`src/rtl/render_pkg.sv`:
```
// Shared types for the renderer control path.
package render_pkg;

  localparam int unsigned ANGLE_W = 8;

  typedef enum logic [1:0] {
    IDLE,
    LAUNCH,
    RENDER,
    SWAP
  } seq_state_t;

  typedef logic [ANGLE_W-1:0] angle_t;

endpackage

```
`src/rtl/frame_sequencer_if.sv`:
```
// Handshake bundle between frame_sequencer and the frame clock / renderer /
// framebuffer side. master = sequencer, slave = its environment.
interface frame_sequencer_if #(
  parameter int unsigned ANGLE_W = 8,
  parameter int unsigned DROP_W  = 16
) ();

  logic               update;
  logic               done;
  logic               start;
  logic               busy;
  logic [ANGLE_W-1:0] yaw;
  logic [ANGLE_W-1:0] pitch;
  logic               buf_sel;
  logic [31:0]        frame_count;
  logic [DROP_W-1:0]  drop_count;

  modport master (
    input  update, done,
    output start, busy, yaw, pitch, buf_sel, frame_count, drop_count
  );

  modport slave (
    output update, done,
    input  start, busy, yaw, pitch, buf_sel, frame_count, drop_count
  );

endinterface

```
`src/rtl/tick_detect.sv`:
```
// Rising-edge detector: one-cycle pulse on each 0->1 transition of `in`.
module tick_detect (
  input  logic sysclk,
  input  logic rst_n,
  input  logic in,
  output logic pulse
);

  logic in_q;

  // Delay the input by one cycle for edge comparison.
  always_ff @(posedge sysclk or negedge rst_n) begin
    if (!rst_n) in_q <= 1'b0;
    else        in_q <= in;
  end

  assign pulse = in & ~in_q;

endmodule

```
`src/rtl/frame_sequencer.sv`:
```
// Per-frame control loop: tick -> launch render -> wait done -> swap buffers
// and advance angles. Ticks arriving while a frame is in flight are dropped.
// Build option: define FRAME_STATS_EN to implement frame_count/drop_count;
// otherwise both outputs are tied to zero.
module frame_sequencer #(
  parameter int unsigned ANGLE_W    = render_pkg::ANGLE_W,
  parameter int unsigned YAW_STEP   = 2,
  parameter int unsigned PITCH_STEP = 1,
  parameter int unsigned DROP_W     = 16
) (
  input logic               sysclk,
  input logic               rst_n,
  frame_sequencer_if.master bus
);

  import render_pkg::*;

  seq_state_t         state_q, state_d;
  logic               tick;
  logic [ANGLE_W-1:0] yaw_q, pitch_q;
  logic               buf_sel_q;

  tick_detect u_tick_detect (
    .sysclk (sysclk),
    .rst_n  (rst_n),
    .in     (bus.update),
    .pulse  (tick)
  );

  // State register.
  always_ff @(posedge sysclk or negedge rst_n) begin
    if (!rst_n) state_q <= IDLE;
    else        state_q <= state_d;
  end

  // Next-state logic. A tick seen in SWAP is the pending tick: it sends us
  // straight back to LAUNCH and is consumed on the same edge.
  always_comb begin
    state_d = state_q;
    unique case (state_q)
      IDLE:    if (tick) state_d = LAUNCH;
      LAUNCH:  state_d = RENDER;
      RENDER:  if (bus.done) state_d = SWAP;
      SWAP:    state_d = tick ? LAUNCH : IDLE;
      default: state_d = IDLE;
    endcase
  end

  // Outputs decoded from the state register only.
  always_comb begin
    bus.start = (state_q == LAUNCH);
    bus.busy  = (state_q != IDLE);
  end

  // Angles and buffer select move only on the SWAP edge, so they are stable
  // for the whole start..done window.
  always_ff @(posedge sysclk or negedge rst_n) begin
    if (!rst_n) begin
      yaw_q     <= '0;
      pitch_q   <= '0;
      buf_sel_q <= 1'b0;
    end else if (state_q == SWAP) begin
      yaw_q     <= yaw_q + ANGLE_W'(YAW_STEP);
      pitch_q   <= pitch_q + ANGLE_W'(PITCH_STEP);
      buf_sel_q <= ~buf_sel_q;
    end
  end

  assign bus.yaw     = yaw_q;
  assign bus.pitch   = pitch_q;
  assign bus.buf_sel = buf_sel_q;

`ifdef FRAME_STATS_EN
  logic [31:0]       frame_count_q;
  logic [DROP_W-1:0] drop_count_q;
  logic              drop;

  assign drop = tick && ((state_q == LAUNCH) || (state_q == RENDER));

  // Completed-frame counter (wraps) and saturating dropped-tick counter.
  always_ff @(posedge sysclk or negedge rst_n) begin
    if (!rst_n) begin
      frame_count_q <= '0;
      drop_count_q  <= '0;
    end else begin
      if (state_q == SWAP) frame_count_q <= frame_count_q + 32'd1;
      if (drop && !(&drop_count_q)) drop_count_q <= drop_count_q + DROP_W'(1);
    end
  end

  assign bus.frame_count = frame_count_q;
  assign bus.drop_count  = drop_count_q;
`else
  assign bus.frame_count = '0;
  assign bus.drop_count  = '0;
`endif

endmodule

```
`src/flat_wrapper.sv`:
```
// flat-port wrapper written by rule: the top's interface ports become plain ports
module frame_sequencer_flat import render_pkg::*;
#(
  parameter int unsigned ANGLE_W    = render_pkg::ANGLE_W,
  parameter int unsigned YAW_STEP   = 2,
  parameter int unsigned PITCH_STEP = 1,
  parameter int unsigned DROP_W     = 16
)
  (sysclk, rst_n, bus_update, bus_done, bus_start, bus_busy, bus_yaw, bus_pitch, bus_buf_sel, bus_frame_count, bus_drop_count);
  frame_sequencer_if #(.ANGLE_W(ANGLE_W), .DROP_W(DROP_W)) bus_i ();
  input logic sysclk;
  input logic rst_n;
  input wire logic [$bits(bus_i.update)-1:0] bus_update;
  input wire logic [$bits(bus_i.done)-1:0] bus_done;
  output wire logic [$bits(bus_i.start)-1:0] bus_start;
  output wire logic [$bits(bus_i.busy)-1:0] bus_busy;
  output wire logic [$bits(bus_i.yaw)-1:0] bus_yaw;
  output wire logic [$bits(bus_i.pitch)-1:0] bus_pitch;
  output wire logic [$bits(bus_i.buf_sel)-1:0] bus_buf_sel;
  output wire logic [$bits(bus_i.frame_count)-1:0] bus_frame_count;
  output wire logic [$bits(bus_i.drop_count)-1:0] bus_drop_count;
  assign bus_i.update = bus_update;
  assign bus_i.done = bus_done;
  assign bus_start = bus_i.start;
  assign bus_busy = bus_i.busy;
  assign bus_yaw = bus_i.yaw;
  assign bus_pitch = bus_i.pitch;
  assign bus_buf_sel = bus_i.buf_sel;
  assign bus_frame_count = bus_i.frame_count;
  assign bus_drop_count = bus_i.drop_count;
  frame_sequencer #(.ANGLE_W(ANGLE_W), .YAW_STEP(YAW_STEP), .PITCH_STEP(PITCH_STEP), .DROP_W(DROP_W)) u_core (.sysclk(sysclk), .rst_n(rst_n), .bus(bus_i));
endmodule
```
`config.mk`:
```
export PLATFORM = sky130hd
export DESIGN_NAME = frame_sequencer_flat
export DESIGN_NICKNAME = d
export VERILOG_FILES = /design/src/rtl/render_pkg.sv /design/src/rtl/frame_sequencer_if.sv /design/src/rtl/tick_detect.sv /design/src/rtl/frame_sequencer.sv /design/src/flat_wrapper.sv
export SDC_FILE = /design/constraint.sdc
export NUM_CORES = 1
export LEC_CHECK = 0
export ABC_AREA = 0
export CELL_PAD_IN_SITES_DETAIL_PLACEMENT = 0
export CELL_PAD_IN_SITES_GLOBAL_PLACEMENT = 2
export CORE_UTILIZATION = 21
export CTS_BUF_LIST = sky130_fd_sc_hd__clkbuf_4 sky130_fd_sc_hd__clkbuf_8 sky130_fd_sc_hd__clkbuf_16
export DETAILED_ROUTE_END_ITERATION = 16
export PLACE_DENSITY = 0.76
export SYNTH_ARGS = -nofsm -noshare
export SYNTH_HDL_FRONTEND = slang
export SYNTH_SLANG_ARGS = --single-unit
```
`constraint.sdc`:
```
create_clock -name sysclk -period 1.6 [get_ports sysclk]
set_input_delay 0.32 -clock sysclk [delete_from_list [all_inputs] [get_ports sysclk]]
set_output_delay 0.32 -clock sysclk [all_outputs]
set_load 0.02 [all_outputs]
```
# [Word level (Yosys, flattened, before mapping)]
# Cells that the tools add are included.
[totals] out_inout_bits=67 regBits=20 elab_cells=22 in_bits=4
[op_classes] n_reduce_logical=3 add_sub_neg=2 eq_ne=5 bitwise_logic=3 muxes=4
[ops] op="8-bit by 1-bit adder with 8-bit output (second input constant)" count=1
[ops] op="8-bit by 2-bit adder with 8-bit output (second input constant)" count=1
[ops] op="2-bit one-hot mux with 4 select lines" count=1
[ops] op="2-bit equality test (second input constant)" count=2
[ops] op="2-bit 2-to-1 mux" count=2
[ops] op="2-bit by 1-bit equality test with 1-bit output (second input constant)" count=1
[ops] op="2-bit logical NOT" count=1
[ops] op="2-bit by 1-bit != test with 1-bit output (second input constant)" count=1
[ops] op="2-bit != test (second input constant)" count=1
[ops] op="1-bit inverter" count=2
[ops] op="2-bit AND reduction" count=1
[ops] op="2-bit nonzero test" count=1
[ops] op="1-bit AND" count=1
[ops] op="1-bit 2-to-1 mux" count=1

# [Longest topological paths before layout]
# Gate-level depths: netlist of the first run.
[depth] ltp_word=4 ltp_mapped=5 depth_no_buf=5

# [Cells and area by module]
# A second synthesis of the first run with hierarchy kept.
[hier_totals] cells_unflattened=121 hier_area_um2=1252.5
[modules_own_cells] mod="frame_sequencer" area_each_um2=1213.7 instances=1 cells_each=119 seq_area_each_um2=450.4
[modules_own_cells] mod="tick_detect" area_each_um2=38.8 instances=1 cells_each=2 seq_area_each_um2=25.0

# [Worst setup path after synthesis of the first run]
# OpenSTA, ideal clock, no wires.
[synth_path] path_type="register to register" startpoint="reg u_core.state_q[0]" endpoint="reg u_core.state_q[1]" synth_period_minus_slack_ps=1377 path_slack_ps=223 setup_time_ps=125 stages_incl_launch_ff=6 arrival_ps=1253 required_ps=1475 path_buffers=0 path_cell_list="dfrtp_1 -> inv_1 -> ha_1 -> nor2b_1 -> a21oi_1 -> mux2_2"
[synth_between] elab_chain_len=3 elab_cells_between_ends=8 cone_classes="eq/ne: 5; mux: 1; reduce/logical: 2"
[synth_lines] element="from (decl)" line="frame_sequencer.sv:18" rtl="seq_state_t state_q, state_d;"
[synth_lines] element="from (signal assigned)" line="frame_sequencer.sv:33" rtl="else state_q <= state_d;"
[synth_lines] element="2-bit equality test / 2-bit logical NOT (equally long branches)" line="frame_sequencer.sv:40" rtl="unique case (state_q)"
[synth_lines] element="2-bit != test (no line) / 2-bit by 1-bit != test with 1-bit output (equally long branches)"
[synth_lines] element="2-bit AND reduction (no line)"
# Parallel ways exist; a longest one is shown, timed or not.
# A chain may end at the register's enable or synchronous reset.

# [Final worst setup path of the first run]
[layout_path] startpoint="reg u_core.yaw_q[7] (netlist: u_core.bus.yaw[7])" endpoint="out bus_yaw[7]"
[layout_lines] element="from (decl)" line="frame_sequencer.sv:20" rtl="logic [ANGLE_W-1:0] yaw_q, pitch_q;"
[layout_lines] element="from (signal assigned)" line="frame_sequencer.sv:63" rtl="yaw_q <= yaw_q + ANGLE_W'(YAW_STEP);"
[layout_lines] element="to (decl)" line="flat_wrapper.sv:17" rtl="output wire logic [$bits(bus_i.yaw)-1:0] bus_yaw;"
# No word-level cell between the ends.

==> summary.md, run 1 <==
| Metric | Value |
|---|---|
| Post-synthesis register bit count | `19` |
| Iteration-0 DRC Markers | `16` |
| Worst-Skew Late Latency | `0.25 ns` |
| Vias in the first global route | `585` |
| Final Hold Vio Count | `0` |
| Clock sink total | `19` |
| # rows | `27` |
| Mean post-synth cell area | `10.3 um2` |
| Startpoint Class | `flip-flop` |
| Die X | `79.1 um` |
| H-tree depth | `1` |
| Io pins | `71` |
| # port buffers | `21` |
| Total wire length | `1800 um` |
| Multiplexer share of the synthesized area | `2.71%` |
| Pleak | `0.792 nW` |
| CP Depth | `1` |
| Critical path class | `reg -> out` |
| Main combinational cell family by area after synthesis | `buffers and inverters` |
| Die ar. | `0.00625 mm2` |
| Worst-path clk slew | `0.07 ns` |
| Fmax | `0.650 GHz` |
| Yosys top cell area share | `38.1%` |
| R2r endpoint | `u_core.state_q[1]` |
| Setup TNS | `0 ns` |
| EDFF count, synth | `0` |
| Post-DP HPWL | `1390 um` |
| Synth top area cells | `dfrtp_1, buf_4, ha_1` |
| Synth-to-Final Area Change | `17.3%` |
| DRT Pass-1 Iters | `4` |
| Area share of and/or/nand/nor cells after synthesis | `8.32%` |
| Avg WL per Cell | `8.00 um` |
| Core box area | `0.00561 mm2` |
| CP bufs+invs | `1` |
| CTS buffer count | `3` |
| Starting density of the core | `22.2%` |
| Number of remaining DRC errors | `0` |
| Crit path cell chain | `clkdlybuf4s50_1` |
| Post-synthesis xor/xnor area fraction | `9.83%` |
| CTS hold repair buffers | `0` |
| Compound-Gate Fraction of Synth Area | `2.41%` |
| Critical Path RT | `1.28 ns` |
| Top-count cell post-synth | `buf_4` |
| Unrepaired setup endpoints after global routing | `no` |
| Dominant synthesized flop cell | `dfrtp_1` |
| Min-delay worst type | `in -> async` |
| Post-Syn Instances | `121` |
| Ys Warns | `0` |
| Fill count | `625` |
| CTS max path bufs | `2` |
| Footprint of the multi-input gates | `568 um2` |
| Total power | `2.53 mW` |
| WP data arrival | `1.22 ns` |
| Initial antenna violation count | `0` |
| Peak supply drop | `0.761 mV` |
| CTS tree | `done` |
| First-pass GRT wire length | `2760 um` |
| Area leader, netlist | `dfrtp_1` |
| Cell Area, Synth | `0.00125 mm2` |
| Vias | `718` |
| Final clock period utilization by the worst path | `96.2%` |
| Top post-synthesis cells by count | `buf_4, dfrtp_1, ha_1, xnor2_1, xor2_1` |
| Adder-cell share of the synthesized area | `7.02%` |
| Final setup viols | `0` |
| Sequential area share after synthesis | `38.1%` |
| Register area | `475 um2` |
| Clk_skew | `0.00600 ns` |
| Number of antenna diodes | `0` |
| Max Cap Viol | `0` |
| Synth async-reset ratio | `100%` |
| R2R setup slack | `0.11 ns` |
| CP peak stage delay | `0.61 ns` |
| Crit-path slowest cell | `clkdlybuf4s50_1` |
| Slew Viols, Final | `0` |
| GRT Residual Overflow | `0` |
| # Post-CTS Setup Buffers | `0` |
| Clock root cell | `clkbuf_8` |
| P per Cell Area | `1730 mW/mm2` |
| Worst Reg2Reg Path Length in Cells | `6` |
| Via-to-Cell Ratio | `3.19` |
| ANT nets after route | `0` |
| Final Critical Period | `1.54 ns` |
| Status | `completed` |
| Post-synth cell types | `20` |
| GP Congestion | `0.685` |
| Die H | `79.1 um` |
| Gr usage total | `5.84%` |
| Fin nets | `165` |
| Largest net degree at the start of global routing | `20` |
| Critical R2R Launch | `u_core.state_q[0]` |
| Layout cells sized above 1 | `13.7%` |
| Top delay family on crit path | `buffers and inverters` |
| Crit path max fanout | `2` |
| CP endpoint kind | `primary output` |
-- flip-flops by register name, summed over array words and instances, names as in the netlist --
signal	flops
u_core.bus.pitch	8
u_core.bus.yaw	7
u_core.state_q	2
u_core.bus.buf_sel	1
u_core.u_tick_detect.in_q	1
-- timing repair --
| item | 4_1_cts | 5_1_grt |
|---|---|---|
| setup endpoints to repair | 12 | 7 |
| gates cloned | 0 | 0 |
| gates resized for setup | 13 | 6 |
-- routing by layer --
| layer | routed length (um) | up-vias | GRT usage, % |
|---|---|---|---|
| met2 | 779 | 42 | 8.71 |
| met3 | 184 | 0 | 2.64 |
| met4 | 0 | 0 | 1.09 |
| li1 | - | 354 | - |
| met1 | 836 | 322 | 7.76 |
| met5 | 0 | - | 0 |
-- logic make-up (layout without fill, tap and decap cells) --
group / Yosys count / count (layout)
adders and majority gates: 7 / 7
DFF: 19 / 19
buffers and inverters: 54 / 38
xor gates and xnor gates: 14 / 14
AOI/OAI and AO/OA: 4 / 4
other: 1 / 49
muxes: 3 / 3
and+or+nand+nor: 19 / 19
-- report_power, final --
| group | internal [mW] | switching, mW |
|---|---|---|
| Sequential | 0.674 | 0.186 |
| Combinational | 0.601 | 0.727 |
| Clock | 0.194 | 0.151 |
-- cell usage in the layout, fill, tap and decap left out, types with 2 or more instances in the layout --
cell type / n
xnor2_1: 7
dlygate4sd2_1: 10
nand2_1: 6
ha_1: 6
clkbuf_8: 3
inv_1: 4
clkdlybuf4s50_1: 7
nor2_1: 4
dfrtp_1: 19
xor2_1: 7
mux2_2: 3
dlymetal6s2s_1: 2
buf_4: 9
nand4_1: 4
conb_1: 49
-- worst max path at each step --
| stage | from | end | slack, ns |
|---|---|---|---|
| after floorplan | u_core.state_q[0] | u_core.state_q[1] | 0.22 |
| after global placement | u_core.state_q[0] | bus_busy | 0.03 |
| after detailed placement | u_core.state_q[0] | bus_busy | 0.03 |
| after CTS | u_core.bus.yaw[6] | bus_yaw[6] | 0.01 |
| after global routing | u_core.state_q[1] | bus_start | 0.004 |
| final | u_core.bus.yaw[7] | bus_yaw[7] | 0.06 |
-- area by class of cell --
class                      count  area share [%]
sequential                    19            32.5
timing repair buffer          30            18.1
inverter                       4            1.03
clock buffer                   4            3.34
multi-input combinational     96            38.8
tap                           72            6.16
-- metrics by stage --
step           cell area, um2  worst slack [ns]  hold slack, ns  cells  util, %
2_1_floorplan            1430             0.223          0.0244    169        -
3_3_place_gp             1420            0.0294           0.456    221     25.3
3_5_place_dp             1420            0.0266           0.459    221     25.3
4_1_cts                  1460            0.0109           0.406    225     25.9
5_1_grt                  1460           0.00387           0.424    225     26.1
6_report                 1460            0.0606           0.405    225     26.1
No activity file was read; power rests on OpenSTA's default activity.
==> run 2: changes to the inputs <==
==> constraint.sdc (replaced) <==
create_clock -name sysclk -period 1.7 [get_ports sysclk]
set_input_delay 0.34 -clock sysclk [delete_from_list [all_inputs] [get_ports sysclk]]
set_output_delay 0.34 -clock sysclk [all_outputs]
set_load 0.02 [all_outputs]
==> run 2 against run 1 <==
Net effect: final cell count shrank 1.3%; sequential power shrank 4.1%; count of clock-buffer cells in the layout shrank 1; clock skew shrank 0.0043 ns; design area shrank 0.77%; total power shrank 5.4%; sequential share of layout area grew 0.25 points; critical path type unchanged; critical endpoint is now bus_yaw[1]; highest routed layer unchanged.
==> summary.md, run 2 (synthesized netlist as in run 1, its figures left out) <==
| Metric | Value |
|---|---|
| Status | `completed` |
| Die X | `79.1 um` |
| Iteration-0 DRC Markers | `20` |
| WP data arrival | `1.31 ns` |
| Peak supply drop | `0.761 mV` |
| Number of antenna diodes | `0` |
| Clk_skew | `0.00174 ns` |
| Gr usage total | `6.40%` |
| Via-to-Cell Ratio | `3.27` |
| Worst-Skew Late Latency | `0.25 ns` |
| Max Cap Viol | `0` |
| CP bufs+invs | `1` |
| Top delay family on crit path | `buffers and inverters` |
| Io pins | `71` |
| Fin nets | `162` |
| Min-delay worst type | `in -> async` |
| Final clock period utilization by the worst path | `96.8%` |
| Crit path cell chain | `clkdlybuf4s50_1` |
| Critical path class | `reg -> out` |
| Number of remaining DRC errors | `0` |
| Layout cells sized above 1 | `10.7%` |
| Starting density of the core | `22.2%` |
| Die ar. | `0.00625 mm2` |
| Clock root cell | `clkbuf_8` |
| First-pass GRT wire length | `2990 um` |
| WL met2 | `824 um` |
| Final Hold Vio Count | `0` |
| Final setup viols | `0` |
| Footprint of the multi-input gates | `564 um2` |
| Pleak | `0.751 nW` |
| Startpoint Class | `flip-flop` |
| Slew Viols, Final | `0` |
| Highest routed metal layer | `met3` |
| DP Area | `0.00140 mm2` |
| Register area | `475 um2` |
| Max FFs per register | `8` |
| Synth-to-Final Area Change | `16.3%` |
| Fmax | `0.608 GHz` |
| Vias in the first global route | `608` |
| Met3 WL | `192 um` |
| GP Congestion | `0.676` |
| Unrepaired setup endpoints after global routing | `no` |
| CTS tree | `done` |
| CP endpoint kind | `primary output` |
| ANT nets after route | `0` |
| R2R setup slack | `0.17 ns` |
| R2r endpoint | `u_core.state_q[1]` |
| Worst Reg2Reg Path Length in Cells | `6` |
| Avg WL per Cell | `8.46 um` |
| Critical Path RT | `1.36 ns` |
| # rows | `27` |
| # port buffers | `21` |
| H-tree depth | `1` |
| Fill count | `635` |
| Most frequent cells in the layout | `conb_1, dfrtp_1, clkdlybuf4s50_1` |
| Commonest non-fill, non-tap cell in the layout | `conb_1` |
| Crit path max fanout | `4` |
| CP peak stage delay | `0.63 ns` |
| Die H | `79.1 um` |
| GRT Residual Overflow | `0` |
| Largest net degree at the start of global routing | `20` |
| CTS max path bufs | `2` |
| Setup TNS | `0 ns` |
| Critical R2R Launch | `u_core.state_q[0]` |
| Worst-path clk slew | `0.07 ns` |
| Post-DP HPWL | `1470 um` |
| Core box area | `0.00561 mm2` |
| Clock sink total | `19` |
| Vias | `726` |
| CTS buffer count | `3` |
| # Post-CTS Setup Buffers | `0` |
| WHS | `0.422 ns` |
| Final Critical Period | `1.65 ns` |
| Initial antenna violation count | `0` |
| Cell area after layout | `0.00145 mm2` |
| Crit-path slowest cell | `clkdlybuf4s50_1` |
| P per Cell Area | `1650 mW/mm2` |
| DRT met1 WL | `862 um` |
| DRT Pass-1 Iters | `4` |
| Total wire length | `1880 um` |
-- run 2: changes by cell type in the layout (fill, tap and decap cells not counted), sizes merged --
| cell | previous run | this run |
|---|---|---|
| clkdlybuf4s50 | 7 | 15 |
| clkinv | 0 | 1 |
| dlymetal6s2s | 2 | 3 |
| dlygate4sd2 | 10 | 2 |
| buf | 9 | 6 |
| clkbuf | 5 | 3 |
-- run 2: timing repair --
action,in CTS,in global routing
hold buffers,0,0
setup endpoints to repair,3,4
resized for setup,3,5
-- run 2: how the worst max path moves through the flow --
stage,start,to,slack (ns),cells after the start
after detailed placement,u_core.state_q[0],bus_busy,0.1,4
after global placement,u_core.state_q[0],bus_busy,0.1,4
after CTS,u_core.bus.pitch[0],bus_pitch[0],0.02,1
final,u_core.bus.yaw[1],bus_yaw[1],0.05,1
after global routing,u_core.bus.yaw[1],bus_yaw[1],0.004,1
after floorplan,u_core.state_q[0],u_core.state_q[1],0.32,5
-- run 2: cell type report --
cell class | instances | area share, %
Timing Repair Buffer | 27 | 17.9
Sequential cell | 19 | 32.8
Clock buffer | 3 | 2.84
Inverter | 4 | 1.03
Tap cell | 72 | 6.21
Clock inverter | 1 | 0.345
Multi-Input combinational cell | 96 | 38.9
-- run 2: report_power, final --
| part | leakage (nW) | switching [mW] | internal [mW] |
|---|---|---|---|
| clock network | 0.0255 | 0.153 | 0.163 |
| registers | 0.237 | 0.191 | 0.634 |
| logic | 0.489 | 0.667 | 0.589 |
-- run 2: routing by layer --
metal	global-route usage (%)	vias up
li1	-	348
met1	8.11	331
met2	9.74	47
met3	2.99	0
met4	1.64	0
met5	0	-
-- run 2: metrics by stage --
stage / power (mW) / utilization, % / worst slack, ns / std cells
after floorplan: 1.67 / - / 0.323 / 169
after global placement: 2.12 / 24.9 / 0.0999 / 218
after detailed placement: 2.13 / 24.9 / 0.0964 / 218
after CTS: 2.43 / 25.7 / 0.0195 / 222
after global routing: 2.59 / 25.9 / 0.00402 / 222
final: 2.40 / 25.9 / 0.0543 / 222
==> run 3: changes to the inputs <==
--- a/config.mk
+++ b/config.mk
@@ -12,6 +12,7 @@
 export CTS_BUF_LIST = sky130_fd_sc_hd__clkbuf_4 sky130_fd_sc_hd__clkbuf_8 sky130_fd_sc_hd__clkbuf_16
 export DETAILED_ROUTE_END_ITERATION = 16
 export PLACE_DENSITY = 0.76
+export RECOVER_POWER = 100
 export SYNTH_ARGS = -nofsm -noshare
 export SYNTH_HDL_FRONTEND = slang
 export SYNTH_SLANG_ARGS = --single-unit
==> run 3 against run 2 <==
Net effect: combinational power down 4%; register-to-register slack barely moved; count of clock-buffer cells in the layout is the same; worst hold slack improved by 0.050 ns; die area is the same; non-clock buffer count stayed put; core utilization down 0.60 points; critical endpoint unchanged; critical path type unchanged; first-iteration DRC count is 20% higher; via count decreased by 0.96%; largest cell class unchanged.
==> summary.md, run 3 (synthesized netlist as in run 1, its figures left out) <==
| Metric | Value |
|---|---|
| Status | `completed` |
| Core box area | `0.00561 mm2` |
| Fmax | `0.608 GHz` |
| Total wire length | `1890 um` |
| DRT Pass-1 Iters | `4` |
| Synth-to-Final Area Change | `13.6%` |
| R2R setup slack | `0.17 ns` |
| GRT Residual Overflow | `0` |
| Placed insts | `218` |
| Crit path max fanout | `4` |
| Pleak | `0.706 nW` |
| WP data arrival | `1.31 ns` |
| Gr usage total | `6.40%` |
| Critical R2R Launch | `u_core.state_q[0]` |
| Final clock period utilization by the worst path | `96.8%` |
| Number of antenna diodes | `0` |
| Hold Crit Depth | `1` |
| Final setup viols | `0` |
| CTS tree | `done` |
| Vias in the first global route | `608` |
| Die ar. | `0.00625 mm2` |
| Die H | `79.1 um` |
| Avg WL per Cell | `8.50 um` |
| Clk_skew | `0.00184 ns` |
| Critical path class | `reg -> out` |
| Final Util | `25.3%` |
| Iteration-0 DRC Markers | `24` |
| Non-filler cells, final | `222` |
| Largest net degree at the start of global routing | `20` |
| Post-DP HPWL | `1470 um` |
| CP bufs+invs | `1` |
| Total power | `2.35 mW` |
| Hold path start | `u_core.bus.yaw[7]` |
| Clock sink total | `19` |
| WHS | `0.472 ns` |
| Final worst setup slack | `0.0543 ns` |
| Pre-CTS WS | `0.0964 ns` |
| P per Cell Area | `1660 mW/mm2` |
| Unrepaired setup endpoints after global routing | `no` |
| Worst-path clk slew | `0.07 ns` |
| Max_slew headroom | `29.4%` |
| Fill count | `639` |
| Crit-path slowest cell | `clkdlybuf4s50_1` |
| Top delay family on crit path | `buffers and inverters` |
| Die X | `79.1 um` |
| Starting density of the core | `22.2%` |
| CP peak stage delay | `0.63 ns` |
| Most frequent cells in the layout | `conb_1, dfrtp_1, clkdlybuf4s50_1` |
| Cell area after layout | `0.00142 mm2` |
| Max FFs per register | `8` |
| GP Congestion | `0.676` |
| ANT nets after route | `0` |
| Crit path cell chain | `clkdlybuf4s50_1` |
| Clock root cell | `clkbuf_8` |
| Vias | `719` |
| Number of remaining DRC errors | `0` |
| Critical Path RT | `1.36 ns` |
| Least-Margin Pin Slew | `1.06 ns` |
| Max Cap Viol | `0` |
| Final Hold Vio Count | `0` |
| First-pass GRT wire length | `2990 um` |
| H-tree depth | `1` |
| Initial antenna violation count | `0` |
| Worst Reg2Reg Path Length in Cells | `4` |
| Via-to-Cell Ratio | `3.24` |
| Setup TNS | `0 ns` |
| Final Critical Period | `1.65 ns` |
| CP endpoint kind | `primary output` |
| Worst-Skew Late Latency | `0.25 ns` |
| # rows | `27` |
| Layout cells sized above 1 | `9.33%` |
| Commonest non-fill, non-tap cell in the layout | `conb_1` |
| DP Area | `0.00140 mm2` |
| Slew Viols, Final | `0` |
| Fin nets | `162` |
| Min-delay worst type | `reg -> reg` |
| Io pins | `71` |
| CTS hold repair buffers | `0` |
| Worst min-delay path endpoint | `u_core.bus.yaw[7]` |
| # port buffers | `21` |
| R2r endpoint | `u_core.bus.pitch[1]` |
| Startpoint Class | `flip-flop` |
| Peak supply drop | `0.749 mV` |
| CTS max path bufs | `2` |
| CTS buffer count | `3` |
run 3: how the worst max path moves through the flow:
stage | start | end | slack (ns) | cells past startpoint
after floorplan | u_core.state_q[0] | u_core.state_q[1] | 0.32 | 5
after global placement | u_core.state_q[0] | bus_busy | 0.1 | 4
after detailed placement | u_core.state_q[0] | bus_busy | 0.1 | 4
after CTS | u_core.bus.pitch[0] | bus_pitch[0] | 0.02 | 1
after global routing | u_core.bus.yaw[1] | bus_yaw[1] | 0.004 | 1
final | u_core.bus.yaw[1] | bus_yaw[1] | 0.05 | 1
run 3: final cells by class:
class	count	area, um2	share of cell area [%]
multi-input cells	96	564	39.8
well taps	72	90.1	6.35
inverters	4	15.0	1.06
repair buffers	27	226	16.0
flip-flops and latches	19	475	33.5
clock buffers	3	41.3	2.91
clock inverters	1	5.00	0.353
run 3: where the power goes:
| group | switching (mW) | total, mW | internal, mW |
|---|---|---|---|
| clock | 0.153 | 0.316 | 0.163 |
| combinational | 0.669 | 1.21 | 0.539 |
| sequential | 0.193 | 0.827 | 0.634 |
run 3: repair_timing:
action,4_1_cts,5_1_grt
setup endpoints to repair,3,4
gates cloned,0,0
buffers inserted,0,0
resized for setup,3,5
run 3: routing by layer:
| layer | GRT usage (%) | routed length [um] | vias to the layer above | part of all wire [%] |
|---|---|---|---|---|
| met2 | 9.74 | 805 | 45 | 43 |
| met5 | 0 | 0 | - | 0 |
| met4 | 1.64 | 8 | 0 | 0.42 |
| li1 | - | - | 347 | - |
| met1 | 8.11 | 876 | 325 | 46 |
| met3 | 2.99 | 196 | 2 | 10 |
run 3: worst reg2reg max path, cell delays in order, from the launching register on:
cell,delay (ns)
dfrtp_1,0.35
buf_4,0.13
ha_1,0.37
buf_4,0.23
mux2_2,0.34
